`src/rtl/pong_pkg.sv`:
```
// Shared types and defaults for the pong game controller slice.
package pong_pkg;

    typedef enum logic [2:0] {
        ST_IDLE      = 3'd0,
        ST_SERVE     = 3'd1,
        ST_PLAY      = 3'd2,
        ST_POINT     = 3'd3,
        ST_GAME_OVER = 3'd4
    } state_e;

    localparam logic DIR_LEFT  = 1'b0;
    localparam logic DIR_RIGHT = 1'b1;

    localparam int SERVE_FRAMES_DEF = 60;
    localparam int POINT_FRAMES_DEF = 30;

endpackage

```
`src/rtl/btn_sync_edge.sv`:
```
// Two-flop synchronizer for a raw button, followed by a registered
// rising-edge pulse (pulse lands 3 cycles after the input rises).
module btn_sync_edge (
    input  logic clk,
    input  logic rst_n,
    input  logic btn_in,
    output logic pulse
);

    logic sync1_q, sync1_d;
    logic sync2_q, sync2_d;
    logic prev_q, prev_d;
    logic pulse_q, pulse_d;

    always_comb begin
        sync1_d = btn_in;
        sync2_d = sync1_q;
        prev_d  = sync2_q;
        pulse_d = sync2_q & ~prev_q;
    end

    always_ff @(posedge clk or negedge rst_n) begin
        if (!rst_n) begin
            sync1_q <= 1'b0;
            sync2_q <= 1'b0;
            prev_q  <= 1'b0;
            pulse_q <= 1'b0;
        end else begin
            sync1_q <= sync1_d;
            sync2_q <= sync2_d;
            prev_q  <= prev_d;
            pulse_q <= pulse_d;
        end
    end

    assign pulse = pulse_q;

endmodule

```
`src/rtl/pong_game_ctrl.sv`:
```
// Frame-level match sequencer: state machine, score keeping and one
// req/ack motion update per video frame.
module pong_game_ctrl
    import pong_pkg::*;
#(
    parameter int SCORE_W      = 4,
    parameter int WIN_SCORE    = 9,
    parameter int SERVE_FRAMES = SERVE_FRAMES_DEF,
    parameter int POINT_FRAMES = POINT_FRAMES_DEF,
    parameter int CNT_W        = 8
) (
    input  logic               pixel_clk,
    input  logic               reset,
    input  logic               frame_start,
    input  logic               start_btn,
    input  logic               update_ack,
    input  logic               miss_left,
    input  logic               miss_right,
    output logic               update_req,
    output logic               ball_reset,
    output logic               serve_dir,
    output logic               paddles_en,
    output logic [SCORE_W-1:0] score_a,
    output logic [SCORE_W-1:0] score_b,
    output logic [2:0]         game_state,
    output logic               winner,
    output logic               frame_overrun
);

    localparam logic [CNT_W-1:0]   SERVE_LD = CNT_W'(SERVE_FRAMES - 1);
    localparam logic [CNT_W-1:0]   POINT_LD = CNT_W'(POINT_FRAMES - 1);
    localparam logic [SCORE_W-1:0] WIN      = SCORE_W'(WIN_SCORE);

    state_e             state_q, state_d;
    logic [CNT_W-1:0]   cnt_q, cnt_d;
    logic [SCORE_W-1:0] score_a_q, score_a_d;
    logic [SCORE_W-1:0] score_b_q, score_b_d;
    logic               dir_q, dir_d;
    logic               winner_q, winner_d;
    logic               req_q, req_d;
    logic               ovr_q, ovr_d;
    logic               ball_reset_q, ball_reset_d;
    logic               start_pulse;

    btn_sync_edge u_start_sync (
        .clk    (pixel_clk),
        .rst_n  (reset),
        .btn_in (start_btn),
        .pulse  (start_pulse)
    );

    function automatic logic [SCORE_W-1:0] sat_inc(
        input logic [SCORE_W-1:0] s
    );
        return (s >= WIN) ? WIN : s + 1'b1;
    endfunction

    always_comb begin
        state_d      = state_q;
        cnt_d        = cnt_q;
        score_a_d    = score_a_q;
        score_b_d    = score_b_q;
        dir_d        = dir_q;
        winner_d     = winner_q;
        req_d        = req_q;
        ovr_d        = ovr_q;
        ball_reset_d = 1'b0;
        case (state_q)
            ST_IDLE, ST_GAME_OVER: begin
                if (start_pulse) begin
                    score_a_d    = '0;
                    score_b_d    = '0;
                    dir_d        = DIR_RIGHT;
                    cnt_d        = SERVE_LD;
                    ball_reset_d = 1'b1;
                    state_d      = ST_SERVE;
                end
            end
            ST_SERVE: begin
                if (frame_start) begin
                    if (cnt_q == '0) state_d = ST_PLAY;
                    else             cnt_d   = cnt_q - 1'b1;
                end
            end
            ST_PLAY: begin
                // a frame arriving with the previous update unfinished is flagged, not queued
                if (frame_start && req_q)  ovr_d = 1'b1;
                if (frame_start && !req_q) req_d = 1'b1;
                if (req_q && update_ack) begin
                    req_d = 1'b0;
                    if (miss_left && !miss_right) begin
                        score_b_d = sat_inc(score_b_q);
                        dir_d     = DIR_LEFT;
                    end else if (miss_right && !miss_left) begin
                        score_a_d = sat_inc(score_a_q);
                        dir_d     = DIR_RIGHT;
                    end
                    if (miss_left || miss_right) begin
                        cnt_d   = POINT_LD;
                        state_d = ST_POINT;
                    end
                end
            end
            ST_POINT: begin
                if (frame_start) begin
                    if (cnt_q != '0) begin
                        cnt_d = cnt_q - 1'b1;
                    end else if (score_a_q == WIN || score_b_q == WIN) begin
                        winner_d = (score_b_q == WIN);
                        state_d  = ST_GAME_OVER;
                    end else begin
                        cnt_d        = SERVE_LD;
                        ball_reset_d = 1'b1;
                        state_d      = ST_SERVE;
                    end
                end
            end
            default: state_d = ST_IDLE;
        endcase
    end

    always_ff @(posedge pixel_clk or negedge reset) begin
        if (!reset) begin
            state_q      <= ST_IDLE;
            cnt_q        <= '0;
            score_a_q    <= '0;
            score_b_q    <= '0;
            dir_q        <= DIR_RIGHT;
            winner_q     <= 1'b0;
            req_q        <= 1'b0;
            ovr_q        <= 1'b0;
            ball_reset_q <= 1'b0;
        end else begin
            state_q      <= state_d;
            cnt_q        <= cnt_d;
            score_a_q    <= score_a_d;
            score_b_q    <= score_b_d;
            dir_q        <= dir_d;
            winner_q     <= winner_d;
            req_q        <= req_d;
            ovr_q        <= ovr_d;
            ball_reset_q <= ball_reset_d;
        end
    end

    assign update_req    = req_q;
    assign ball_reset    = ball_reset_q;
    assign serve_dir     = dir_q;
    assign paddles_en    = (state_q == ST_SERVE) || (state_q == ST_PLAY);
    assign score_a       = score_a_q;
    assign score_b       = score_b_q;
    assign game_state    = state_q;
    assign winner        = winner_q;
    assign frame_overrun = ovr_q;

endmodule

```
`config.mk`:
```
export PLATFORM = sky130hd
export DESIGN_NAME = pong_game_ctrl
export DESIGN_NICKNAME = d
export VERILOG_FILES = /design/src/rtl/pong_pkg.sv /design/src/rtl/btn_sync_edge.sv /design/src/rtl/pong_game_ctrl.sv
export SDC_FILE = /design/constraint.sdc
export NUM_CORES = 1
export LEC_CHECK = 0
export BUFFER_PORTS_ARGS = -buffer_cell sky130_fd_sc_hd__buf_2
export CAP_MARGIN = 20
export CORE_UTILIZATION = 55
export DETAILED_ROUTE_END_ITERATION = 8
export GPL_ROUTABILITY_DRIVEN = 0
export PLACE_DENSITY = 0.77
export SLEW_MARGIN = 20
export SYNTH_ARGS = -nofsm -noshare
export SYNTH_HDL_FRONTEND = slang
export SYNTH_HIERARCHICAL = 1
export SYNTH_SLANG_ARGS = --single-unit
export TNS_END_PERCENT = 20
```
`constraint.sdc`:
```
create_clock -name pixel_clk -period 5.1 [get_ports pixel_clk]
set_input_delay 0.51 -clock pixel_clk [delete_from_list [all_inputs] [get_ports pixel_clk]]
set_output_delay 0.51 -clock pixel_clk [all_outputs]
set_load 0.005 [all_outputs]
```
# Word-level counts from Yosys, hierarchy flattened
# Cells that the tools add are included.
# totals
regBits	28
ramBits	0
inputBits	7
romBits	0
latchBits	0
mem_count	0
# op_classes
n_eq_ne	19
order_cmp	2
add_sub_neg	3
mux	40
div_mod_pow	0
n_mul	0
bitwise	3
reduce_logical	26
shift	0
# op_table
op	count
2-to-1 mux 8 bit	8
2-to-1 mux 4 bit	8
one-hot mux 8 bit (4 select lines)	1
2-to-1 mux 3 bit	8
inequality test 2 bit (second input constant)	10
one-hot mux 4 bit (2 select lines)	2
one-hot mux 3 bit (4 select lines)	1
AND reduction 4 bit	3
2-to-1 mux 1 bit	10
adder 4 x 1 -> 4 bit (second input constant)	2
== test 4 bit (second input constant)	2
greater-or-equal comparator 4 bit (second input constant)	2
logical NOT 8 bit	1
AND reduction 8 bit	1
nonzero test 8 bit	1
subtractor 8 x 1 -> 8 bit (second input constant)	1
AND reduction 7 bit	1
== test 3 x 2 -> 1 bit (second input constant)	2
inequality test 3 bit (second input constant)	2
logical AND 1 bit	5
AND reduction 5 bit	1
one-hot mux 1 bit (2 select lines)	2
AND reduction 2 bit	2
nonzero test 2 bit	2
10 further kinds	15

# Longest topological paths before layout
# Gate-level depths: netlist of run 1.
# depth
word_depth	6
depth_mapped	7
depth_no_buf	7

# Hierarchy
# Netlist of run 1, hierarchy kept.
# modules_own_cells
mod	instances	area_per_inst_um2	seq_area_each_um2	cells_per_inst
pong_game_ctrl	1	1571.5	601.8	166
btn_sync_edge	1	113.9	100.1	5

# Worst setup path after synthesis of run 1
# No wires, ideal clock.
# synth_path
kind	input to register
start	in miss_left
end	reg cnt_q[1]
stages	7
t_arrival_ns	1.909
setup_ns	0.131
path_slack_ns	3.060
cell_sequence	inv_1 -> ha_1 -> nor4bb_1 -> a211o_1 -> a311o_4 -> a2111oi_4 -> a21oi_1
# synth_between
elab_chain_cells	3
# synth_lines
item	line	rtl
start: declaration	pong_game_ctrl.sv:17	input logic miss_left,
logical OR 1 bit	pong_game_ctrl.sv:98	if (miss_left || miss_right) begin
inequality test 2 bit (no line)	-	
AND reduction 8 bit (no line)	-	
end signal: assignment	pong_game_ctrl.sv:135	cnt_q <= cnt_d;
end: declaration	pong_game_ctrl.sv:35	logic [CNT_W-1:0] cnt_q, cnt_d;
# No other way between the ends.
# A chain may end at the register's enable or synchronous reset.

# Worst setup path in the final report of run 1
# layout_path
start	reg state_q[0], in the netlist game_state[0]
end	reg cnt_q[6]
# layout_between
elab_chain_cells	4
elab_cells_between_ends	16
# layout_lines
item	line	rtl
start: declaration	pong_game_ctrl.sv:34	state_e state_q, state_d;
start signal: assignment	pong_game_ctrl.sv:134	state_q <= state_d;
== test 3 bit or logical NOT 3 bit (tied branches)	pong_game_ctrl.sv:68	case (state_q)
OR reduction 2 bit	pong_game_ctrl.sv:68	
nonzero test 4 bit (no line) or inequality test 2 x 1 -> 1 bit (tied branches)	-	
AND reduction 8 bit (no line)	-	
# Parallel ways exist; a longest one is shown, timed or not.

==> results.toml, run 1 <==
[outcome]
status = "complete, but fails checks"
violations = "design-rule violations"

[synth]
avgSynthCellArea_um2 = 9.86
synth-adder-area-share = 0.0742
synth_area_mm2 = 0.00169
async_flop_share = 1.00
synthSimpleGateAreaFrac = 0.212
synth_warnings = 6
muxShareOfSynthArea = 0
synthDistinctLibCells = 52
syn_inst = 171
synth_top_area_share = 0.401
synth_edf_count = 0
synth_top_family_by_area = "compound AO/OA/AOI/OAI gates"
yosysSeqAreaShare = 0.416
synth_compound_area_frac = 0.249
ys_ff_latch = 28
synth_flop_cell = "dfrtp_1"
synth_area_leaders = "dfrtp_1 (40%), ha_1 (7.4%), nand2_1 (4.5%)"
synth_top_area_cell = "dfrtp_1"
syn-num-nets = 188
synth-xor-area-share = 0.00520

[clocking]
cts_buffer_depth = 2
clk_pin_slew_worst_paths_ps = 150
clock-root-buffer = "clkbuf_4"
cts_resized = 0
cts_tree = "yes"
postCtsSetupBuffers = 0
cts_hold_buf = 0
clk-insertion-delay-late_ps = 330
cts-buffers-inserted = 3
h-tree-depth = 1
cts_sinks = 28

[sta]
min_period_ps = 2390
finalClockSkew_ps = 2.53
finalCritPeriodShare = 0.469
setup_viol = 0
tightest_slew_ps = 1000
slew_violations = 0
slew_headroom = 0.324
fmax_mhz = 418
hold_violations = 0
rsz0062_at_grt = "no"
tns_ps = 0

[cells_and_area]
antennaDiodeCount = 0
final-instance-count-excl-fill = 224
layout_common_cells = "dfrtp_1 (27), buf_2 (23), nand2_1 (20)"
final_common_cell = "dfrtp_1"
area_growth_pct = 10.4
nets = 211
layout-drive-gt1-share = 0.202
design_area_mm2 = 0.00186

[floorplanning]
die_x_um = 57.4
core_area_mm2 = 0.00283
die_area_mm2 = 0.00329
fp-row-count = 19
start_util = 0.596
die_h_um = 57.4
ios = 24

[pwr]
power.total_w = 0.000809
p_leak_nw = 0.846
irDropWorstVdd_uv = 260
power_density_mw_per_mm2 = 435

[global_route]
grt_pass1_wl_um = 6090
grt_max_degree = 29
grt_pass1_vias = 1379
gr-total-overflow = 0
grt_use_total = 0.239
antenna_found_initial = 0

[route]
routed_via_density = 6.14
met2_length_um = 1710
final_antenna_net_count = 0
routed_wl_um = 3550
highest_layer = "met4"
drt_iter0_drc = 61
first_pass_iters = 6
wl_met1_um = 1650
dr_total_vias = 1375
drc = 3
wl_per_cell_um = 15.9
met3_length_um = 165

[placed_design]
place_area_mm2 = 0.00181
dp_hpwl_um = 2600
dp.cells = 220
port_buffers = 23

[critical_path]
critPathKind = "reg2reg"
setup.worst_path.start_class = "register"
cp.arrival_ps = 2630
crit_required_ps = 5340
critPathCaptureType = "register"
critical_path_peak_fanout = 21

[hold_path]
holdCritPathClass = "in2async"

[run]
maxCapViolCount = 0
critical path, stage by stage (launching register included):
cell and delay, ps:
dfrtp_1 890, nor3b_4 170, a211o_1 390, a311oi_2 450, nand2_1 170, o41ai_2 240
cell families (layout without fill, tap and decap cells):
family / after synthesis / count (layout)
XOR/XNOR: 1 / 1
adder cells (fa/ha/maj): 10 / 10
buffers and inverters: 16 / 38
AO/OA/AOI/OAI: 54 / 54
flip-flops: 28 / 28
AND/OR/NAND/NOR: 62 / 62
cells in the mapped netlist (2+ instances only):
cell type	instances
nand3b_1	2
o21ai_0	12
and2_1	3
and3_1	2
nand3_1	2
a21boi_0	2
or3b_2	2
ha_1	10
dfrtp_1	27
nor2b_1	2
a21oi_1	9
a31oi_1	6
nor3_1	5
o31ai_1	5
a41oi_1	2
inv_1	11
nand2_1	20
a32o_1	2
a211o_1	2
nand2b_1	6
nor2_1	8
registers in the layout, indices dropped and copies added, names as in the netlist:
signal	flops
frame_overrun	1
update_req	1
u_start_sync/prev_d	1
game_state	3
score_b	4
serve_dir	1
cnt_q	8
score_a	4
u_start_sync/prev_q	1
u_start_sync/sync1_q	1
u_start_sync/pulse	1
ball_reset	1
winner	1
worst paths after layout:
kind | start | endpoint | slack (ps) | depth (start not counted)
min in group pixel_clk | start_btn | u_start_sync/sync1_q | 270 | 1
hold / removal | reset | winner | 160 | 1
max in group asynchronous | reset | score_a[3] | 4550 | 1
hold reg to reg | u_start_sync/sync1_q | u_start_sync/prev_d | 370 | 0
setup reg to reg | game_state[0] | cnt_q[6] | 2710 | 5
setup / recovery | game_state[0] | cnt_q[6] | 2710 | 5
cell type report:
cell class	instances	area, um2
clock buffer	3	22.5
clock inverter	1	30.0
fill	221	968
inverter	11	41.3
multi-input combinational	127	911
sequential	28	702
tap	31	38.8
timing repair buffer	23	115
power by group:
group	internal [W]	switching, W
logic	0.000144	0.000165
registers	0.000268	0.0000867
clock network	0.0000795	0.0000666
total	0.000491	0.000318
stage by stage:
| stage | utilization | hold WS [ps] | setup slack (ps) |
|---|---|---|---|
| after CTS | 0.658 | 186 | 2740 |
| final | 0.658 | 160 | 2710 |
| after detailed placement | 0.639 | 340 | 2790 |
| after floorplan | - | 214 | 3060 |
| after global placement | 0.639 | 338 | 2840 |
| after global routing | 0.658 | 196 | 2600 |
layer usage:
layer | vias up | global-route usage
met5 | - | 0
met4 | 0 | 0.0592
met3 | 4 | 0.0340
met2 | 40 | 0.402
met1 | 656 | 0.325
li1 | 675 | -
Power figures use the tool's default switching activity.
==> run 2: changes to the inputs <==
--- a/config.mk
+++ b/config.mk
@@ -7,10 +7,10 @@
 export LEC_CHECK = 0
 export BUFFER_PORTS_ARGS = -buffer_cell sky130_fd_sc_hd__buf_2
 export CAP_MARGIN = 20
-export CORE_UTILIZATION = 55
+export CORE_UTILIZATION = 51
 export DETAILED_ROUTE_END_ITERATION = 8
 export GPL_ROUTABILITY_DRIVEN = 0
-export PLACE_DENSITY = 0.77
+export PLACE_DENSITY = 0.75
 export SLEW_MARGIN = 20
 export SYNTH_ARGS = -nofsm -noshare
 export SYNTH_HDL_FRONTEND = slang
==> constraint.sdc (replaced) <==
create_clock -name pixel_clk -period 2 [get_ports pixel_clk]
set_input_delay 0.2 -clock pixel_clk [delete_from_list [all_inputs] [get_ports pixel_clk]]
set_output_delay 0.2 -clock pixel_clk [all_outputs]
set_load 0.005 [all_outputs]
==> run 2 against run 1 <==
Against the previous run: the run now ends clean; register-to-register slack got worse by 2600 ps; global-route usage increased by 0.84 points; utilization increased by 2.1 points; sequential power increased by 140%; die area increased by 7.6%; sequential share of layout area decreased by 4.3 points; worst hold slack improved by 8.7 ps; wire length increased by 8.4%; clock skew increased by 8.7 ps.
==> results.toml, run 2 (synthesis gave the netlist of run 1 again) <==
[floorplanning]
die_area_mm2 = 0.00354
start_util = 0.543
die_x_um = 59.5
core_area_mm2 = 0.00310
ios = 24
fp-row-count = 20
die_h_um = 59.5

[critical_path]
critPathCaptureType = "register"
path_cells = "nor3b_4, a211o_1, a311o_4, a2111oi_4, a21oi_1"
crit_required_ps = 2240
cp.arrival_ps = 2170
critical_path_peak_fanout = 10
critPathKind = "reg2reg"
setup.worst_path.start_class = "register"
crit_slowest_cell = "dfrtp_2"
r2r_slack_ps = 70
cpPeakStageDelay_ps = 500

[cells_and_area]
area_growth_pct = 24.9
layout-drive-gt1-share = 0.321
regMostFlops = "cnt_q"
final_common_cell = "dfrtp_1"
largest_reg_flops = 8
nets = 236
layout_common_cells = "dfrtp_1 (26), buf_2 (23), buf_4 (23)"
antennaDiodeCount = 0

[sta]
finalClockSkew_ps = 11.2
slew_headroom = 0.576
tns_ps = 0
setup_viol = 0
hold_violations = 0
fmax_mhz = 518
slew_violations = 0
rsz0062_at_grt = "yes"
setup_ws_ps = 68.0
tightest_slew_ps = 636
min_period_ps = 1930
whs_ps = 169
finalCritPeriodShare = 0.966

[global_route]
use_met1 = 0.336
grt_use_total = 0.247
grt_max_degree = 29
grt_util_met2 = 0.404
gr-total-overflow = 0
grt_pass1_wl_um = 6580
busiest_layer = "met2"
grt_pass1_vias = 1454
grtUsageMet3 = 0.0284
antenna_found_initial = 0

[placed_design]
port_buffers = 23
post-place-ws_ps = 32.8
dp_hpwl_um = 2840

[clocking]
clk_pin_slew_worst_paths_ps = 160
clock-root-buffer = "clkbuf_4"
cts-buffers-inserted = 3
h-tree-depth = 1
cts_buffer_depth = 2
postCtsSetupBuffers = 0
cts_sinks = 28
clk-insertion-delay-late_ps = 340
cts_tree = "yes"

[hold_path]
holdCritPathClass = "in2reg"

[pwr]
p_leak_nw = 0.983
irDropWorstVdd_uv = 646
power_density_mw_per_mm2 = 1080

[route]
final_antenna_net_count = 0
first_pass_iters = 4
routed_wl_um = 3850
wl_per_cell_um = 14.7
dr_total_vias = 1502
drt_iter0_drc = 42
routed_via_density = 5.73
drc = 0

[outcome]
status = "finished, final reports clean"

[run]
maxCapViolCount = 0
[run 2: per-layer routing]
metal / wire (um) / up-vias
met1: 1820 / 744
met5: 0 / -
met4: 63 / 0
met3: 102 / 6
li1: - / 726
met2: 1870 / 26
[run 2: path summary, 6_finish.rpt]
| kind | end | start | cells after the start |
|---|---|---|---|
| setup / recovery | cnt_q[1] | game_state[1] | 5 |
| hold / removal | frame_overrun | frame_start | 2 |
| setup reg to reg | cnt_q[1] | game_state[1] | 5 |
| hold reg to reg | u_start_sync/prev_d | u_start_sync/sync1_q | 0 |
| max in group asynchronous | game_state[1] | reset | 2 |
| min in group asynchronous | cnt_q[2] | reset | 2 |
[run 2: area by class of cell]
cell class / instances / area, um2
timing repair buffer: 48 / 308
clock buffer: 3 / 22.5
multi-input combinational: 127 / 946
clock inverter: 1 / 30.0
inverter: 11 / 41.3
fill: 271 / 997
sequential: 28 / 703
tap: 44 / 55.1
[run 2: what timing repair did]
action | in CTS | in global routing
cloned | 0 | 0
pin swaps | 0 | 1
resized for setup | 1 | 10
hold buffers | 2 | 0
hold endpoints to repair | 28 | 0
endpoints found under the setup margin | 1 | 9
[run 2: power breakdown]
part | switching, W | leakage [nW] | internal (W) | total, W
Clock | 0.000176 | 0.0279 | 0.000203 | 0.000379
Sequential | 0.000148 | 0.350 | 0.000686 | 0.000834
Combinational | 0.000555 | 0.604 | 0.000507 | 0.00106
Total | 0.000879 | 0.983 | 0.00140 | 0.00227
[run 2: per-stage QoR]
| stage | utilization | cells | total power (W) | cell area, um2 |
|---|---|---|---|---|
| 3_3_place_gp | 0.644 | 256 | 0.00181 | 2000 |
| 4_1_cts | 0.669 | 262 | 0.00223 | 2070 |
| 2_1_floorplan | - | 171 | 0.00149 | 1690 |
| 3_5_place_dp | 0.644 | 256 | 0.00184 | 2000 |
| 5_1_grt | 0.679 | 262 | 0.00242 | 2110 |
| 6_report | 0.679 | 262 | 0.00227 | 2110 |
[run 2: critical path, delay by kind of cell, from the launching register on]
kind	cells	cell delay (ps)
AOI/OAI and AO/OA	4	1150
DFF	1	500
and+or+nand+nor	1	180
==> run 3: changes to the inputs <==
--- a/config.mk
+++ b/config.mk
@@ -10,7 +10,7 @@
 export CORE_UTILIZATION = 51
 export DETAILED_ROUTE_END_ITERATION = 8
 export GPL_ROUTABILITY_DRIVEN = 0
-export PLACE_DENSITY = 0.75
+export PLACE_DENSITY = 0.79
 export SLEW_MARGIN = 20
 export SYNTH_ARGS = -nofsm -noshare
 export SYNTH_HDL_FRONTEND = slang
==> run 3 against run 2 <==
Against the previous run: wire length up 18%; utilization up 1.6 points; global-route usage decreased by 0.21 points; sequential cell count is the same; die area did not move; total power increased by 7.8%; the run now ends with negative setup slack left; via count rose by 3.7%; combinational power rose by 17%; clock power is essentially flat; sequential share of layout area fell by 0.70 points.
==> results.toml, run 3 (synthesis gave the netlist of run 1 again) <==
[outcome]
status = "complete, but fails checks"
violations = "negative setup slack"

[critical_path]
crit_slowest_cell = "a311o_4"
cpPeakStageDelay_ps = 490
cp.arrival_ps = 2260
critical_path_peak_fanout = 9
critPathKind = "reg2reg"
critPathCaptureType = "register"
rr_startpoint = "cnt_q[0]"
reg2reg_to = "cnt_q[1]"
path_cells = "inv_2, ha_4, nor4b_4, and2_1, a311o_4, a2111oi_4, a21oi_1"
setup.worst_path.start_class = "register"
r2r_cells = 7
r2r_slack_ps = -40
crit_required_ps = 2220

[clocking]
cts_tree = "yes"
clk-insertion-delay-late_ps = 320
h-tree-depth = 1
cts_sinks = 28
clock-root-buffer = "clkbuf_4"
cts-buffers-inserted = 3
cts_buffer_depth = 2
clk_pin_slew_worst_paths_ps = 160

[cells_and_area]
ff_latch_area_um2 = 704
final_common_cell = "dfrtp_1"
nets = 235
regMostFlops = "cnt_q"
layout-drive-gt1-share = 0.332
multi_input_area_um2 = 997
largest_reg_flops = 8
layout_common_cells = "dfrtp_1 (25), buf_2 (23), buf_4 (21)"
num-fill-cells = 226
final-instance-count-excl-fill = 261
area_growth_pct = 27.8
antennaDiodeCount = 0

[global_route]
gr-total-overflow = 0
grt_use_total = 0.245
antenna_found_initial = 0
grt_pass1_wl_um = 6580
grt_max_degree = 29
grt_pass1_vias = 1487

[floorplanning]
die_h_um = 59.5
start_util = 0.543
core_area_mm2 = 0.00310
die_area_mm2 = 0.00354
fp-row-count = 20
die_x_um = 59.5
ios = 24

[sta]
setup_ws_ps = -43.6
tns_ps = -63.2
tightest_slew_ps = 613
setup_viol = 2
finalClockSkew_ps = 2.15
fmax_mhz = 489
hold_violations = 0
min_period_ps = 2040
slew_violations = 0
slew_headroom = 0.591
rsz0062_at_grt = "yes"
whs_ps = 198
finalCritPeriodShare = 1.02

[route]
final_antenna_net_count = 0
first_pass_iters = 4
wl_per_cell_um = 17.4
drc = 0
routed_via_density = 5.97
drt_iter0_drc = 122
dr_total_vias = 1558
routed_wl_um = 4550

[hold_path]
holdCritPathClass = "in2reg"
hold_path.startpoint = "frame_start"
hold_path_depth = 3
holdPathEnd = "ball_reset"

[placed_design]
dp.cells = 253
post-place-ws_ps = 9.85
dp_hpwl_um = 3010
port_buffers = 23

[pwr]
power.total_w = 0.00245
p_leak_nw = 0.979
power_density_mw_per_mm2 = 1140
irDropWorstVdd_uv = 491

[run]
maxCapViolCount = 0
==> run 3: routing by layer <==
metal  global-route usage  wire, um
met4               0.0714        49
met3               0.0240       241
met1                0.314      1890
met5                    0         0
met2                0.433      2370
==> run 3: metrics by stage <==
step,area [um2],util
floorplan,1690,-
global placement,1970,0.636
detailed placement,1970,0.636
CTS,2060,0.663
global route,2150,0.694
finish,2150,0.694
==> run 3: final cells by class <==
| class | instances | share of cell area |
|---|---|---|
| Tap cell | 44 | 0.0256 |
| Timing Repair Buffer | 47 | 0.141 |
| Inverter | 11 | 0.0192 |
| Clock buffer | 3 | 0.0105 |
| Clock inverter | 1 | 0.0139 |
| Sequential cell | 28 | 0.327 |
| Multi-Input combinational cell | 127 | 0.463 |
==> run 3: how the worst max path moves through the flow <==
| stage | startpoint | endpoint | slack (ps) | cells after the start |
|---|---|---|---|---|
| 6_report | cnt_q[0] | cnt_q[1] | -40 | 7 |
| 5_1_grt | cnt_q[0] | cnt_q[1] | -90 | 7 |
| 4_1_cts | cnt_q[0] | cnt_q[4] | 10 | 7 |
| 3_5_place_dp | cnt_q[0] | cnt_q[4] | 10 | 7 |
| 3_3_place_gp | miss_left | cnt_q[1] | 90 | 8 |
| 2_1_floorplan | cnt_q[0] | cnt_q[4] | 120 | 7 |
==> run 3: timing repair <==
action / 4_1_cts / 5_1_grt
endpoints found under the hold margin: 28 / 0
hold buffers: 2 / 0
setup endpoints to repair: 3 / 11
resized for setup: 2 / 17
setup buffers: 0 / 2
pin swaps: 1 / 2
==> run 3: power breakdown <==
group / switching [W] / internal (W) / leakage, nW / total [W]
Combinational: 0.000691 / 0.000552 / 0.601 / 0.00124
Clock: 0.000174 / 0.000202 / 0.0279 / 0.000376
Sequential: 0.000145 / 0.000688 / 0.350 / 0.000833
Total: 0.00101 / 0.00144 / 0.979 / 0.00245
==> run 3: critical path: cells and delay by family (launching register included) <==
family,cells,cell delay (ps)
compound gates,3,940
simple gates,2,340
buf+inv,1,70
fa+ha+maj,1,160
flops,1,420
